==> config.mk <==
export PLATFORM = sky130hd
export DESIGN_NAME = layer_shift_sched
export DESIGN_NICKNAME = d
export VERILOG_FILES = /design/src/rtl/shift_sched_pkg.sv /design/src/rtl/shift_delta_mod.sv /design/src/rtl/layer_shift_sched.sv
export SDC_FILE = /design/constraint.sdc
export NUM_CORES = 1
export LEC_CHECK = 0
export ABC_AREA = 1
export CAP_MARGIN = 20
export CORE_UTILIZATION = 45
export CTS_CLUSTER_DIAMETER = 30
export DETAILED_ROUTE_END_ITERATION = 8
export GPL_ROUTABILITY_DRIVEN = 0
export HOLD_SLACK_MARGIN = 0.15
export PLACE_DENSITY = 0.65
export SETUP_SLACK_MARGIN = 0.02
export SYNTH_ARGS = -nofsm -noshare
export SYNTH_HDL_FRONTEND = slang
export SYNTH_SLANG_ARGS = --single-unit
==> constraint.sdc <==
create_clock -name sys_clk -period 3.7 [get_ports sys_clk]
set_input_delay 0.555 -clock sys_clk [delete_from_list [all_inputs] [get_ports sys_clk]]
set_output_delay 0.555 -clock sys_clk [all_outputs]
set_load 0.005 [all_outputs]
==> src/rtl/shift_sched_pkg.sv <==
// Shared types and helpers for the layered-decoding shift sequencer.
package shift_sched_pkg;

   // Sequencer phases: fetch a table entry, wait for its data, issue the
   // relative shift, drain the shifter pipeline, then pulse completion.
   typedef enum logic [2:0] {
      IDLE,
      FETCH,
      WAIT,
      ISSUE,
      DRAIN,
      DONE
   } state_e;

   // Index width for n entries, never narrower than one bit.
   function automatic int unsigned idx_width(input int unsigned n);
      return (n > 1) ? $clog2(n) : 1;
   endfunction

   // Reference form of the cyclic difference (a - b) mod z for a, b < z.
   function automatic int unsigned mod_sub(input int unsigned a,
                                           input int unsigned b,
                                           input int unsigned z);
      return (a >= b) ? (a - b) : (a + z - b);
   endfunction

endpackage

==> src/rtl/shift_delta_mod.sv <==
// Combinational cyclic difference (a - b) mod Z for circulant shifts.
// One extra internal bit keeps a + Z - b from wrapping before the subtract.
module shift_delta_mod #(
   parameter int SHARED_BANK_NUM = 255,
   parameter int SHIFT_WIDTH     = $clog2(SHARED_BANK_NUM)
) (
   input  logic [SHIFT_WIDTH-1:0] a_i,
   input  logic [SHIFT_WIDTH-1:0] b_i,
   output logic [SHIFT_WIDTH-1:0] diff_o
);

   localparam logic [SHIFT_WIDTH:0] Z_EXT = (SHIFT_WIDTH+1)'(SHARED_BANK_NUM);

   logic [SHIFT_WIDTH:0] a_ext;
   logic [SHIFT_WIDTH:0] b_ext;
   logic [SHIFT_WIDTH:0] diff_ext;

   assign a_ext = {1'b0, a_i};
   assign b_ext = {1'b0, b_i};

   // Subtract directly when no borrow, otherwise fold back by one circulant.
   always_comb begin
      if (a_ext >= b_ext) begin
         diff_ext = a_ext - b_ext;
      end else begin
         diff_ext = a_ext + Z_EXT - b_ext;
      end
   end

   // Result is always below Z, so the extra bit is zero and drops off here.
   assign diff_o = SHIFT_WIDTH'(diff_ext);

endmodule

==> src/rtl/layer_shift_sched.sv <==
// Shift sequencer: walks iteration/layer/column, turns absolute table shifts
// into shifts relative to the previous layer of the same column, hands them
// to the QSN wrapper over valid/ready and drains its pipeline before done.
module layer_shift_sched
   import shift_sched_pkg::*;
#(
   parameter int SHARED_BANK_NUM = 255,
   parameter int SHIFT_WIDTH     = $clog2(SHARED_BANK_NUM),
   parameter int COL_NUM         = 4,
   parameter int LAYER_NUM       = 3,
   parameter int PIPELINE_STAGE  = 3,
   parameter int ITER_WIDTH      = 5,
   localparam int ADDR_W         = idx_width(LAYER_NUM * COL_NUM),
   localparam int COL_W          = idx_width(COL_NUM)
) (
   input  logic                   sys_clk,
   input  logic                   rstn,
   input  logic                   start,
   input  logic                   abort,
   input  logic [ITER_WIDTH-1:0]  iter_max,
   output logic                   busy,
   output logic                   done,
   output logic                   tbl_rd_en,
   output logic [ADDR_W-1:0]      tbl_rd_addr,
   input  logic [SHIFT_WIDTH-1:0] tbl_rd_data,
   output logic                   bs_valid,
   input  logic                   bs_ready,
   output logic [SHIFT_WIDTH-1:0] bs_shift,
   output logic [COL_W-1:0]       bs_col
);

   localparam int LAYER_W = idx_width(LAYER_NUM);
   localparam int DRAIN_W = idx_width(PIPELINE_STAGE);

   state_e                 state_q, state_d;
   logic [COL_W-1:0]       col_q, col_d;
   logic [LAYER_W-1:0]     layer_q, layer_d;
   logic [ITER_WIDTH-1:0]  iter_q, iter_d;
   logic [ITER_WIDTH-1:0]  iter_max_q, iter_max_d;
   logic [DRAIN_W-1:0]     drain_q, drain_d;
   logic                   clear_prev;

   logic [SHIFT_WIDTH-1:0] prev_q [COL_NUM];
   logic [SHIFT_WIDTH-1:0] bs_shift_q;
   logic [COL_W-1:0]       bs_col_q;
   logic [SHIFT_WIDTH-1:0] delta;

   shift_delta_mod #(
      .SHARED_BANK_NUM (SHARED_BANK_NUM),
      .SHIFT_WIDTH     (SHIFT_WIDTH)
   ) u_delta (
      .a_i    (tbl_rd_data),
      .b_i    (prev_q[col_q]),
      .diff_o (delta)
   );

   // Next-state and counter update; abort overrides every other input.
   always_comb begin
      // NOTE: every output of this block is defaulted first so no path can
      // leave a signal unassigned and infer a latch.
      state_d    = state_q;
      col_d      = col_q;
      layer_d    = layer_q;
      iter_d     = iter_q;
      iter_max_d = iter_max_q;
      drain_d    = drain_q;
      clear_prev = 1'b0;

      if (abort && (state_q != IDLE)) begin
         state_d = IDLE;
      end else begin
         unique case (state_q)
            IDLE: begin
               if (start) begin
                  iter_max_d = iter_max;
                  col_d      = '0;
                  layer_d    = '0;
                  iter_d     = '0;
                  drain_d    = '0;
                  clear_prev = 1'b1;
                  state_d    = (iter_max == '0) ? DONE : FETCH;
               end
            end
            FETCH: state_d = WAIT;
            WAIT:  state_d = ISSUE;
            ISSUE: begin
               if (bs_ready) begin
                  state_d = FETCH;
                  if (col_q == COL_W'(COL_NUM - 1)) begin
                     col_d = '0;
                     if (layer_q == LAYER_W'(LAYER_NUM - 1)) begin
                        layer_d = '0;
                        iter_d  = iter_q + 1'b1;
                        if (iter_q + 1'b1 == iter_max_q) begin
                           state_d = DRAIN;
                           drain_d = '0;
                        end
                     end else begin
                        layer_d = layer_q + 1'b1;
                     end
                  end else begin
                     col_d = col_q + 1'b1;
                  end
               end
            end
            DRAIN: begin
               if (drain_q == DRAIN_W'(PIPELINE_STAGE - 1)) begin
                  state_d = DONE;
               end else begin
                  drain_d = drain_q + 1'b1;
               end
            end
            DONE:    state_d = IDLE;
            default: state_d = IDLE;
         endcase
      end
   end

   // State and loop counters.
   always_ff @(posedge sys_clk or negedge rstn) begin
      // NOTE: sequential state uses non-blocking assignments so every register
      // samples pre-edge values regardless of statement or process order.
      if (!rstn) begin
         state_q    <= IDLE;
         col_q      <= '0;
         layer_q    <= '0;
         iter_q     <= '0;
         iter_max_q <= '0;
         drain_q    <= '0;
      end else begin
         state_q    <= state_d;
         col_q      <= col_d;
         layer_q    <= layer_d;
         iter_q     <= iter_d;
         iter_max_q <= iter_max_d;
         drain_q    <= drain_d;
      end
   end

   // Previous-shift history and issued shift; loaded once per element in WAIT.
   always_ff @(posedge sys_clk or negedge rstn) begin
      if (!rstn) begin
         // NOTE: the history array is reset because the first layer after
         // reset is measured against zero; it is small enough to live in flops.
         for (int i = 0; i < COL_NUM; i++) prev_q[i] <= '0;
         bs_shift_q <= '0;
         bs_col_q   <= '0;
      end else if (clear_prev) begin
         for (int i = 0; i < COL_NUM; i++) prev_q[i] <= '0;
      end else if ((state_q == WAIT) && !abort) begin
         bs_shift_q     <= delta;
         bs_col_q       <= col_q;
         prev_q[col_q]  <= tbl_rd_data;
      end
   end

   assign busy        = (state_q != IDLE);
   assign done        = (state_q == DONE);
   assign tbl_rd_en   = (state_q == FETCH);
   assign bs_valid    = (state_q == ISSUE);
   assign tbl_rd_addr = ADDR_W'(layer_q) * ADDR_W'(COL_NUM) + ADDR_W'(col_q);
   assign bs_shift    = bs_shift_q;
   assign bs_col      = bs_col_q;

endmodule
==> impl_metrics.ini <==
[global_route]
grt_pass1_vias = 3050
antenna_found_initial = 0
grt_usage_pct = 22.2
grt_max_degree = 40
grt_overflow = 0
grt_pass1_wl_microns = 14800

[logic_synthesis]
synthMuxAreaShare_pct = 0.305
synth_compound_area_share_pct = 15.3
synth_top_cell_by_area = dfrtp_1
yosysWarnings = 0
yosysTopAreaCellShare_pct = 41.3
ys_types = 38
synth_xor_area_share_pct = 2.13
yosys.area_share.simple_pct = 25.5
yosys.area_share.adder_pct = 6.16
seq_area_frac_synth_pct = 41.3
ys_ff_latch = 61
syn_inst = 477
synth_top_family_by_area = simple AND/OR/NAND/NOR gates
syn_avg_cell_area_sq_um = 7.75
netlist_top_cells_area = dfrtp_1 (41%), nand2_1 (12%), inv_1 (6.1%)
synth.net_count = 512
syn_area_sq_mm = 0.00370

[timing]
finalCritPeriodShare_pct = 80.5
setup_viol_count_final = 0
finalHoldViolations = 0
fmax_mhz = 336
finalSetupTns_ps = 0
tightest_slew_ps = 885
rsz0062_at_grt = no
fin_skew_ps = 9.55
post-route-min-period_ps = 2980
setup_ws_ps = 721
finalMaxSlewViolations = 0
slew-limit-headroom_pct = 41.0

[clock_tree]
cts_root_buffer = clkbuf_8
clk_pin_slew_ps = 80
post_cts_buffers = 0
ctsLongestPathBuffers = 2
numCtsBuffers = 9
clk_latency_ps = 340
cts_tree = done
cts_resized = 0
htreeDepth = 3
cts.sinks = 61
hold_buffers = 0

[critical_path]
start_kind = flip-flop
path_class = flip-flop to flip-flop
worstReg2RegStart = col_q[1]
critPathCaptureType = flip-flop
regToRegSetupSlack_ps = 720
critical_path_required_ps = 3930
worstRegToRegCells = 13
path_max_fanout = 14
reg2reg_to = bs_shift[7]
critPathArrivalTime_ps = 3210

[layout]
diodes = 0
ff_latch_area_sq_mm = 0.00153
most-common-layout-cells = nand2_1 (114), dfrtp_1 (61), inv_1 (60)
drive_above_1_share_pct = 9.86
final_common_cell = nand2_1
nFillCells = 776
syn_to_final_growth_pct = 17.2
final_area_sq_mm = 0.00433
multi_input_area_sq_mm = 0.00182
fin_nets = 547

[route]
met1_length_microns = 4300
wl_microns = 8700
highest_layer = met4
drt_iter0_drc = 230
ant_nets = 0
drc = 0
met2_length_microns = 3880
num_vias = 3241
dr_wl_met3_microns = 380
detail_route.wl_per_cell_microns = 14.0
first_pass_iters = 5
vias_per_cell = 5.24

[power]
p_clk_share_pct = 20.0
p_seq_share_pct = 29.8
peakVddDrop_v = 0.000306
p_int_mw = 1.85
p_comb_share_pct = 50.3
power_density_mw_per_mm2 = 747
netSwitchingFraction_pct = 42.7
p_sw_mw = 1.38
p_leak_nw = 2.07

[placement]
pre_cts_ws_ps = 758
dp_hpwl_microns = 6280
dpl-instance-area_sq_mm = 0.00412
port_buffers = 35

[job]
cap_violations = 0

[floorplanning]
dieHeight_microns = 92.6
num_io_pins = 36
core-area_sq_mm = 0.00785
start_util_pct = 47.1
dieArea_sq_mm = 0.00858
die_w_microns = 92.6
num_rows = 32

[status]
status = complete, no violations

[hold_path]
min_path_type = input pin to asynchronous set/reset pin
stage by stage:
stage          hold slack (ps)  total power [mW]  instances  utilization [%]
5_1_grt                    415              3.50        619             55.2
2_1_floorplan              259              2.11        477                -
4_1_cts                    362              3.25        619             55.2
6_report                   332              3.24        619             55.2
3_5_place_dp               465              2.59        603             52.5
3_3_place_gp               462              2.57        603             52.5
layout make-up:
class | instances | share of cell area [%]
tap | 102 | 2.95
timing repair buffer | 38 | 8.78
sequential | 61 | 35.2
inverter | 69 | 6.10
multi-input combinational | 333 | 42.1
clock inverter | 4 | 1.68
clock buffer | 12 | 3.12
power by group through the flow:
stage	combinational, mW	sequential, mW	clock, mW
2_1_floorplan	1.15	0.953	0
3_3_place_gp	1.60	0.969	0
3_5_place_dp	1.61	0.977	0
4_1_cts	1.62	0.964	0.664
5_1_grt	1.83	0.987	0.687
6_report	1.63	0.963	0.647
metal layers:
metal / GRT usage, % / up-vias
met1: 32.9 / 1521
met4: 9.36 / 0
li1: - / 1624
met3: 2.87 / 11
met5: 0 / -
met2: 32.6 / 85
cell families after synthesis:
kind of cell | count (synthesis)
simple gates | 204
buf+inv | 83
mux | 1
compound gates | 102
xor+xnor | 9
fa+ha+maj | 17
flops | 61
worst max-delay path by stage:
stage	startpoint	endpoint	slack, ps	depth (start not counted)
2_1_floorplan	col_q[1]	bs_shift[1]	1220	12
3_3_place_gp	tbl_rd_data[0]	bs_shift[6]	830	12
3_5_place_dp	col_q[1]	bs_shift[6]	760	13
4_1_cts	col_q[1]	bs_shift[6]	740	13
5_1_grt	col_q[1]	bs_shift[6]	470	13
6_report	col_q[1]	bs_shift[7]	720	13
registers in the layout (all words and copies together), names as in the netlist:
name and flops:
prev_q 32, bs_shift 8, iter_max_q 5, iter_q 5, state_q 3, bs_col 2
col_q 2, drain_q 2, layer_q 2
synthesized netlist by cell type:
| cell type | instances |
|---|---|
| fa_1 | 2 |
| nor2_2 | 3 |
| inv_1 | 60 |
| o21bai_1 | 1 |
| o21a_1 | 1 |
| buf_6 | 2 |
| nand4_1 | 7 |
| o21ai_2 | 2 |
| nand2_2 | 7 |
| o21ai_1 | 13 |
| o22ai_1 | 17 |
| ha_1 | 15 |
| buf_4 | 2 |
| nand3_1 | 32 |
| nor2_8 | 1 |
| nor3_2 | 2 |
| o21ai_0 | 39 |
| a21oi_1 | 23 |
| clkbuf_1 | 5 |
| a32oi_1 | 2 |
| xor2_1 | 6 |
| nor3_1 | 5 |
| dfrtp_1 | 61 |
| or2_1 | 1 |
| inv_4 | 2 |
| inv_2 | 7 |
| a211oi_2 | 1 |
| nand2_4 | 3 |
| or2_2 | 1 |
| o211ai_1 | 2 |
| clkbuf_2 | 1 |
| xnor2_1 | 3 |
| mux2_2 | 1 |
| nor2_4 | 4 |
| nand2_1 | 114 |
| buf_2 | 4 |
| a31oi_1 | 1 |
| nor2_1 | 24 |
worst max-delay path: stages (launching register included):
cell and delay [ps]:
dfrtp_1 550, inv_1 330, a21oi_1 210, a32oi_1 100, ha_1 270, fa_1 440, o21ai_1 220, nand2_1 70
nand3_1 270, inv_1 160, nand2_1 90, nand2_1 50, nand2_1 50, nand2_1 50
Note: power is estimated with default switching activity, not from simulation.
